### config.mk
export PLATFORM = sky130hd
export DESIGN_NAME = ysyx_25020047_lsu
export DESIGN_NICKNAME = d
export VERILOG_FILES = /design/src/rtl/ysyx_25020047_lsu.sv
export SDC_FILE = /design/constraint.sdc
export NUM_CORES = 1
export LEC_CHECK = 0
export ABC_AREA = 1
export CORE_MARGIN = 2
export CORE_UTILIZATION = 39
export CTS_CLUSTER_DIAMETER = 150
export DETAILED_ROUTE_END_ITERATION = 8
export PLACE_DENSITY = 0.8
export SYNTH_ARGS = -nofsm -noshare
export SYNTH_HDL_FRONTEND = slang
export SYNTH_SLANG_ARGS = --single-unit
export TNS_END_PERCENT = 5
### constraint.sdc
create_clock -name clock -period 1.5 [get_ports clock]
set_input_delay 0.15 -clock clock [delete_from_list [all_inputs] [get_ports clock]]
set_output_delay 0.15 -clock clock [all_outputs]
set_load 0.05 [all_outputs]
### src/rtl/ysyx_25020047_lsu.sv
// Multi-cycle load/store unit: execute request -> valid/ready memory bus -> extracted load data to writeback.
// Optional YSYX_25020047_LSU_MISALIGN_CHK_EN: misaligned half/word accesses return err=1 with no bus activity.
module ysyx_25020047_lsu #(
  parameter int TIMEOUT_CYC = 0
) (
  input  logic        clock,
  input  logic        reset,
  input  logic        req_valid,
  output logic        req_ready,
  input  logic        req_wen,
  input  logic [1:0]  req_size,
  input  logic        req_signed,
  input  logic [31:0] req_addr,
  input  logic [31:0] req_wdata,
  output logic        mem_valid,
  input  logic        mem_ready,
  output logic [31:0] mem_addr,
  output logic        mem_wen,
  output logic [3:0]  mem_wmask,
  output logic [31:0] mem_wdata,
  input  logic        mem_rvalid,
  input  logic [31:0] mem_rdata,
  output logic        resp_valid,
  input  logic        resp_ready,
  output logic [31:0] memdata,
  output logic        err
);
  typedef enum logic [1:0] {IDLE, REQ, WAIT, RESP} state_t;

  typedef struct packed {
    logic       wen;
    logic [1:0] size;
    logic       sgn;
    logic [1:0] off;
  } req_t;

  state_t      state;
  req_t        rq;
  logic [31:0] cnt;

  logic [3:0]  a_wmask;
  logic [31:0] a_wdata;
  logic        a_mis;

  always_comb begin
    a_wmask = 4'b1111;
    a_wdata = req_wdata;
    a_mis   = 1'b0;
    case (req_size)
      2'd0: begin
        a_wmask = 4'b0001 << req_addr[1:0];
        a_wdata = req_wdata << {req_addr[1:0], 3'b000};
      end
      2'd1: begin
        a_wmask = 4'b0011 << req_addr[1:0];
        a_wdata = req_wdata << {req_addr[1:0], 3'b000};
      end
      default: ;
    endcase
`ifdef YSYX_25020047_LSU_MISALIGN_CHK_EN
    a_mis = ((req_size == 2'd1) && req_addr[0]) ||
            (req_size[1] && (req_addr[1:0] != 2'b00));
`endif
  end

  // Halves pick their lane from addr[1] only, so a misaligned half reads the aligned half.
  logic [7:0]  ld_b;
  logic [15:0] ld_h;
  logic [31:0] ld_data;

  assign ld_b = 8'(mem_rdata >> {rq.off, 3'b000});
  assign ld_h = 16'(mem_rdata >> {rq.off[1], 4'b0000});

  always_comb begin
    case (rq.size)
      2'd0:    ld_data = {{24{rq.sgn & ld_b[7]}}, ld_b};
      2'd1:    ld_data = {{16{rq.sgn & ld_h[15]}}, ld_h};
      default: ld_data = mem_rdata;
    endcase
  end

  always_ff @(posedge clock) begin
    if (reset) begin
      state      <= IDLE;
      rq         <= '0;
      cnt        <= '0;
      req_ready  <= 1'b1;
      mem_valid  <= 1'b0;
      mem_addr   <= '0;
      mem_wen    <= 1'b0;
      mem_wmask  <= '0;
      mem_wdata  <= '0;
      resp_valid <= 1'b0;
      memdata    <= '0;
      err        <= 1'b0;
    end else begin
      case (state)
        IDLE: if (req_valid) begin
          rq        <= '{wen: req_wen, size: req_size, sgn: req_signed, off: req_addr[1:0]};
          req_ready <= 1'b0;
          if (a_mis) begin
            state      <= RESP;
            resp_valid <= 1'b1;
            memdata    <= '0;
            err        <= 1'b1;
          end else begin
            state     <= REQ;
            mem_valid <= 1'b1;
            mem_addr  <= {req_addr[31:2], 2'b00};
            mem_wen   <= req_wen;
            mem_wmask <= a_wmask;
            mem_wdata <= a_wdata;
          end
        end
        REQ: if (mem_ready) begin
          mem_valid <= 1'b0;
          cnt       <= '0;
          state     <= WAIT;
        end
        WAIT: begin
          // rvalid is checked first so it wins over a coinciding timeout
          if (mem_rvalid) begin
            state      <= RESP;
            resp_valid <= 1'b1;
            memdata    <= rq.wen ? 32'd0 : ld_data;
            err        <= 1'b0;
          end else if ((TIMEOUT_CYC != 0) && (cnt == 32'(TIMEOUT_CYC - 1))) begin
            state      <= RESP;
            resp_valid <= 1'b1;
            memdata    <= '0;
            err        <= 1'b1;
          end else begin
            cnt <= cnt + 32'd1;
          end
        end
        RESP: if (resp_ready) begin
          resp_valid <= 1'b0;
          req_ready  <= 1'b1;
          state      <= IDLE;
        end
        default: state <= IDLE;
      endcase
    end
  end
endmodule

==> flow_metrics.env, run 1 <==
export IMPL_setup_slack_ns=0.0386
export IMPL_multi_input_area_um2=2570
export IMPL_cts_sinks=109
export IMPL_placement_cell_area_um2=7280
export IMPL_cts_hold_buf=0
export IMPL_hold_path_class="in -> reg"
export IMPL_syn_area_um2=5040
export IMPL_grt_use_total_pct=23.9
export IMPL_nFillCells=1159
export IMPL_routedWlPerCell_um=14.9
export IMPL_fmax_mhz=684
export IMPL_io_buffers=207
export IMPL_p_switching_mw=5.31
export IMPL_yosysMostFrequentCell="nand2_1"
export IMPL_power_density_nw_per_um2=1620
export IMPL_clk_path_buf_depth=2
export IMPL_grt_first_pass_wirelength_mm=26.9
export IMPL_hold_ws_ns=0.216
export IMPL_fp_coreArea_um2=12600
export IMPL_hold_viol=0
export IMPL_pwr_share_clk_pct=22.1
export IMPL_setup_viol=0
export IMPL_antenna_found_initial=0
export IMPL_power_internal_mw=7.16
export IMPL_path_clk_slew_ns=0.08
export IMPL_synth_cell_types=33
export IMPL_power_leakage_nw=3.38
export IMPL_peakVddDrop_mv=1.17
export IMPL_dp_slack_ns=-0.199
export IMPL_antenna_left=0
export IMPL_dieWidth_um=118
export IMPL_drc=0
export IMPL_num_vias=5704
export IMPL_cts_tree="done"
export IMPL_seq_area_um2=2190
export IMPL_status="complete, no violations"
export IMPL_comb_power_share_pct=47.4
export IMPL_drt_total_wl_mm=16.8
export IMPL_fp_dieH_um=118
export IMPL_path_class="reg -> reg"
export IMPL_synth_async_sr_flop_share_pct=0
export IMPL_clockRootBuffer="clkbuf_16"
export IMPL_synthTopCellsByArea="dfxtp_1, nand2_1, nor2_1, o21ai_0, a21oi_1"
export IMPL_fin_skew_ns=0.00797
export IMPL_fin_nets=1060
export IMPL_seq_area_frac_synth_pct=43.3
export IMPL_antenna_cells=0
export IMPL_fp_row_count=41
export IMPL_gp_congestion=0.946
export IMPL_drt_iter0_markers=501
export IMPL_crit_path_end_kind="flop"
export IMPL_yosys_area_top_type_share_pct=43.3
export IMPL_swShare_pct=42.6
export IMPL_seqPwrFrac_pct=30.4
export IMPL_grt_pass1_vias=5508
export IMPL_cp_start_kind="flop"
export IMPL_rsz0062_at_grt="yes"
export IMPL_final_period_utilization_pct=97.4
export IMPL_cp_arrival_ns=1.73
export IMPL_die_area_um2=13900
export IMPL_maxSlewViolCount=0
export IMPL_synth_edf_count=0
export IMPL_fin_area_um2=7720
export IMPL_grt_max_degree=51
export IMPL_synthTopCellsByCount="nand2_1, nor2_1, dfxtp_1"
export IMPL_syn_area_per_cell_um2=6.95
export IMPL_area_growth_pct=53.1
export IMPL_maxCapViolations=0
export IMPL_initial_utilization_pct=40.0
export IMPL_place_hpwl_mm=12.3
export IMPL_required_ns=1.77
export IMPL_ys_warn_count=0
export IMPL_synth_top_cell_by_area="dfxtp_1"
export IMPL_cp_max_fo=7
export IMPL_worst_slew_pin_slew_ns=0.595
export IMPL_cts_made_buffers=9
export IMPL_layout_drive_gt1_share_pct=22.9
export IMPL_min_period_ns=1.46
export IMPL_drtPass1Iterations=5
export IMPL_routed_via_density=5.06
export IMPL_ctsHtreeMaxLevel=3
export IMPL_ys_flop_type="dfxtp_1"
export IMPL_power_total_mw=12.5
export IMPL_gr_total_overflow=0
export IMPL_insertion_delay_ns=0.35
export IMPL_synth_cells=726
export IMPL_yosys_register_bits=109
export IMPL_max_slew_margin_rel_pct=60.3
export IMPL_io_pins=211
cells by family (layout without fill, tap and decap cells):
group           Yosys count  after routing  synth area share, %
buf+inv                  83            309                 7.17
other cells               1              3               0.0743
compound gates          186            186                 20.5
flops                   109            109                 43.3
fa+ha+maj                 4              4                0.992
simple gates            343            344                 28.0
power by group through the flow:
stage	logic [mW]	registers, mW	clock network [mW]
finish	5.92	3.80	2.76
CTS	5.79	3.78	2.85
global placement	5.72	3.83	0
global route	6.38	3.86	2.94
floorplan	2.16	5.43	0
detailed placement	5.77	3.83	0
placed cells by master (no fill, tap or decap), types with 4 or more instances in the layout:
master and n:
nand2_1 170, buf_4 144, nor2_1 118, dfxtp_1 105, clkdlybuf4s50_1 104, o21ai_0 76, a21oi_1 68, inv_1 28
nand3_1 27, nand2_2 14, a21oi_2 11, clkbuf_16 9, o22ai_1 8, a22oi_1 8, o221ai_1 6, inv_2 4
a211oi_1 4, buf_12 4, buf_6 4
sequential cells by signal, summed over array words and instances (netlist names), 2 cells and up:
signal,flops
rq,6
memdata,32
mem_wdata,32
mem_wmask,4
state,2
mem_addr,30
layout make-up:
type / count / area share, %
Tap cell: 172 / 2.79
Inverter: 36 / 1.88
Clock inverter: 6 / 1.43
Timing Repair Buffer: 257 / 29.2
Sequential cell: 109 / 28.4
Multi-Input combinational cell: 537 / 33.3
Clock buffer: 10 / 3.09
critical path: stages (launching register included):
cell and delay (ns):
dfxtp_1 0.33, inv_2 0.07, a21oi_1 0.47, nand2_1 0.13, nand3_1 0.17, nand2_1 0.08, a21oi_1 0.13
metal layers:
metal  global-route usage (%)  share of wire, %  wire [µm]  vias up
met5                        0                 0          0        -
met4                     7.61               1.9        311        0
met3                     8.53                10       1730       25
met2                     38.8                46       7780      304
met1                     29.5                41       6950     2558
li1                         -                 -          -     2817
path summary, 6_finish.rpt:
| kind | from | cells after the start | to | slack [ns] |
|---|---|---|---|---|
| max reg2reg | rq[3] | 6 | memdata[2] | 0.04 |
| min reg2reg | memdata[5] | 2 | memdata[5] | 0.47 |
| max | rq[3] | 6 | memdata[2] | 0.04 |
| min | reset | 3 | mem_wmask[1] | 0.22 |
metrics by stage:
step | setup TNS, ns | instances | utilization [%]
floorplan | -0.0824 | 728 | -
global placement | -2.70 | 1109 | 57.7
detailed placement | -3.00 | 1109 | 57.7
CTS | 0 | 1125 | 60.5
global route | -0.0508 | 1127 | 61.2
finish | 0 | 1127 | 61.2
repair_timing:
action                                  in CTS  in global routing
resized for setup                            2                 28
endpoints found under the setup margin      11                 91
gates cloned                                 0                  1
pin swaps                                    0                  2
buffers inserted                             0                  1
Power figures use the tool's default switching activity.
==> inputs of run 2 (changes only) <==
--- a/config.mk
+++ b/config.mk
@@ -11,6 +11,8 @@
 export CTS_CLUSTER_DIAMETER = 150
 export DETAILED_ROUTE_END_ITERATION = 8
 export PLACE_DENSITY = 0.8
+export REMOVE_ABC_BUFFERS = 1
+export SLEW_MARGIN = 20
 export SYNTH_ARGS = -nofsm -noshare
 export SYNTH_HDL_FRONTEND = slang
 export SYNTH_SLANG_ARGS = --single-unit
==> run 2 against run 1 <==
Against the previous run: register-to-register slack better by 0.06 ns; design area is 0.73% higher; clock-buffer cell count stayed put; final cell count is 0.71% higher; die area stayed put; clock skew is 0.0018 ns lower; worst setup slack better by 0.062 ns; sequential power hardly changed; highest routed layer unchanged.
==> flow_metrics.env, run 2 (synthesis results as in run 1) <==
export IMPL_status="complete, no violations"
export IMPL_fmax_mhz=714
export IMPL_io_buffers=207
export IMPL_fp_coreArea_um2=12600
export IMPL_cts_hold_buf=0
export IMPL_fin_area_um2=7780
export IMPL_dp_slack_ns=-0.144
export IMPL_gr_total_overflow=0
export IMPL_placement_cell_area_um2=7380
export IMPL_die_area_um2=13900
export IMPL_maxSlewViolCount=0
export IMPL_place_hpwl_mm=12.4
export IMPL_ctsHtreeMaxLevel=3
export IMPL_area_growth_pct=54.2
export IMPL_setup_slack_ns=0.100
export IMPL_routed_via_density=5.08
export IMPL_reg_top3="mem_wdata: 32 flops, memdata: 32 flops, mem_addr: 30 flops"
export IMPL_num_vias=5771
export IMPL_grt_pass1_vias=5218
export IMPL_path_clk_slew_ns=0.07
export IMPL_dieWidth_um=118
export IMPL_cp_cell_sequence="inv_1 -> ha_4 -> nand2_8 -> inv_8 -> buf_12 -> o21ai_0 -> a211oi_1"
export IMPL_io_pins=211
export IMPL_fin_skew_ns=0.00620
export IMPL_initial_utilization_pct=40.0
export IMPL_layout_drive_gt1_share_pct=23.2
export IMPL_maxCapViolations=0
export IMPL_cp_arrival_ns=1.66
export IMPL_clockRootBuffer="clkbuf_16"
export IMPL_slowest_delay_ns=0.32
export IMPL_most_common_layout_cells="nand2_1, buf_4, nor2_1"
export IMPL_grt_use_total_pct=23.7
export IMPL_fp_dieH_um=118
export IMPL_antenna_cells=0
export IMPL_layout_commonest_cell="nand2_1"
export IMPL_routedWlPerCell_um=15.1
export IMPL_power_leakage_nw=3.40
export IMPL_peakVddDrop_mv=0.934
export IMPL_hold_path_class="in -> reg"
export IMPL_gp_congestion=0.893
export IMPL_clk_path_buf_depth=2
export IMPL_hold_viol=0
export IMPL_drt_total_wl_mm=17.1
export IMPL_setup_viol=0
export IMPL_insertion_delay_ns=0.36
export IMPL_drtPass1Iterations=6
export IMPL_antenna_left=0
export IMPL_antenna_found_initial=0
export IMPL_layout_cells_non_filler=1135
export IMPL_grt_max_degree=63
export IMPL_min_period_ns=1.40
export IMPL_drc=0
export IMPL_cts_tree="done"
export IMPL_required_ns=1.76
export IMPL_fin_setup_tns_ns=0
export IMPL_power_density_nw_per_um2=1580
export IMPL_cp_max_fo=10
export IMPL_cts_sinks=109
export IMPL_final_period_utilization_pct=93.3
export IMPL_crit_slowest_cell="dfxtp_2"
export IMPL_cp_start_kind="flop"
export IMPL_cts_made_buffers=9
export IMPL_fin_nets=1068
export IMPL_utilization_pct=61.7
export IMPL_grt_first_pass_wirelength_mm=26.4
export IMPL_drt_iter0_markers=511
export IMPL_fp_row_count=41
export IMPL_path_class="reg -> reg"
export IMPL_dp_cells=1117
export IMPL_crit_path_end_kind="flop"
[run 2: cell types whose count changed in the layout (fill, tap and decap cells not counted), sizes merged]
| cell | before | now |
|---|---|---|
| buf | 153 | 160 |
| inv | 34 | 38 |
| bufinv | 3 | 0 |
| clkbuf | 10 | 11 |
| clkinv | 3 | 2 |
[run 2: cell type report]
cell class,instances,area [µm²]
fillers,1187,4840
multi-input cells,537,2580
repair buffers,265,2360
flip-flops and latches,109,2190
clock buffers,10,229
well taps,172,215
inverters,36,155
clock inverters,6,52.6
[run 2: metal layers]
metal	track usage (%)	vias up	share of wire, %
met3	6.25	32	9.8
met1	29.9	2586	42
li1	-	2834	-
met4	10.3	0	2.3
met5	0	-	0
met2	37.9	319	46
[run 2: metrics by stage]
step	hold slack, ns	power [mW]
finish	0.286	12.3
floorplan	0.212	7.39
global route	0.297	13.0
global placement	0.453	9.70
CTS	0.267	12.2
detailed placement	0.454	9.78
[run 2: worst max-delay path, delay by kind of cell (launching register included)]
kind / cells / cell delay (ns)
buf+inv: 3 / 0.36
flops: 1 / 0.32
simple gates: 1 / 0.10
fa+ha+maj: 1 / 0.18
compound gates: 2 / 0.34
[run 2: power by group]
| group | leakage [nW] | internal [mW] | switching [mW] | total, mW |
|---|---|---|---|---|
| logic | 2.37 | 2.23 | 3.98 | 6.21 |
| registers | 0.894 | 3.45 | 0.342 | 3.79 |
| clock network | 0.132 | 1.16 | 1.17 | 2.33 |
[run 2: final timing paths]
kind / startpoint / to / slack, ns / cells past startpoint
worst max-delay path: state[1] / mem_wdata[29] / 0.10 / 7
worst max register to register: state[1] / mem_wdata[29] / 0.10 / 7
worst min register to register: memdata[6] / memdata[6] / 0.47 / 2
worst min-delay path: reset / req_ready / 0.29 / 4
[run 2: what timing repair did]
action,CTS,global route
setup buffers,0,0
resized for setup,7,22
setup endpoints to repair,30,41
pin swaps,1,2
gates cloned,0,2
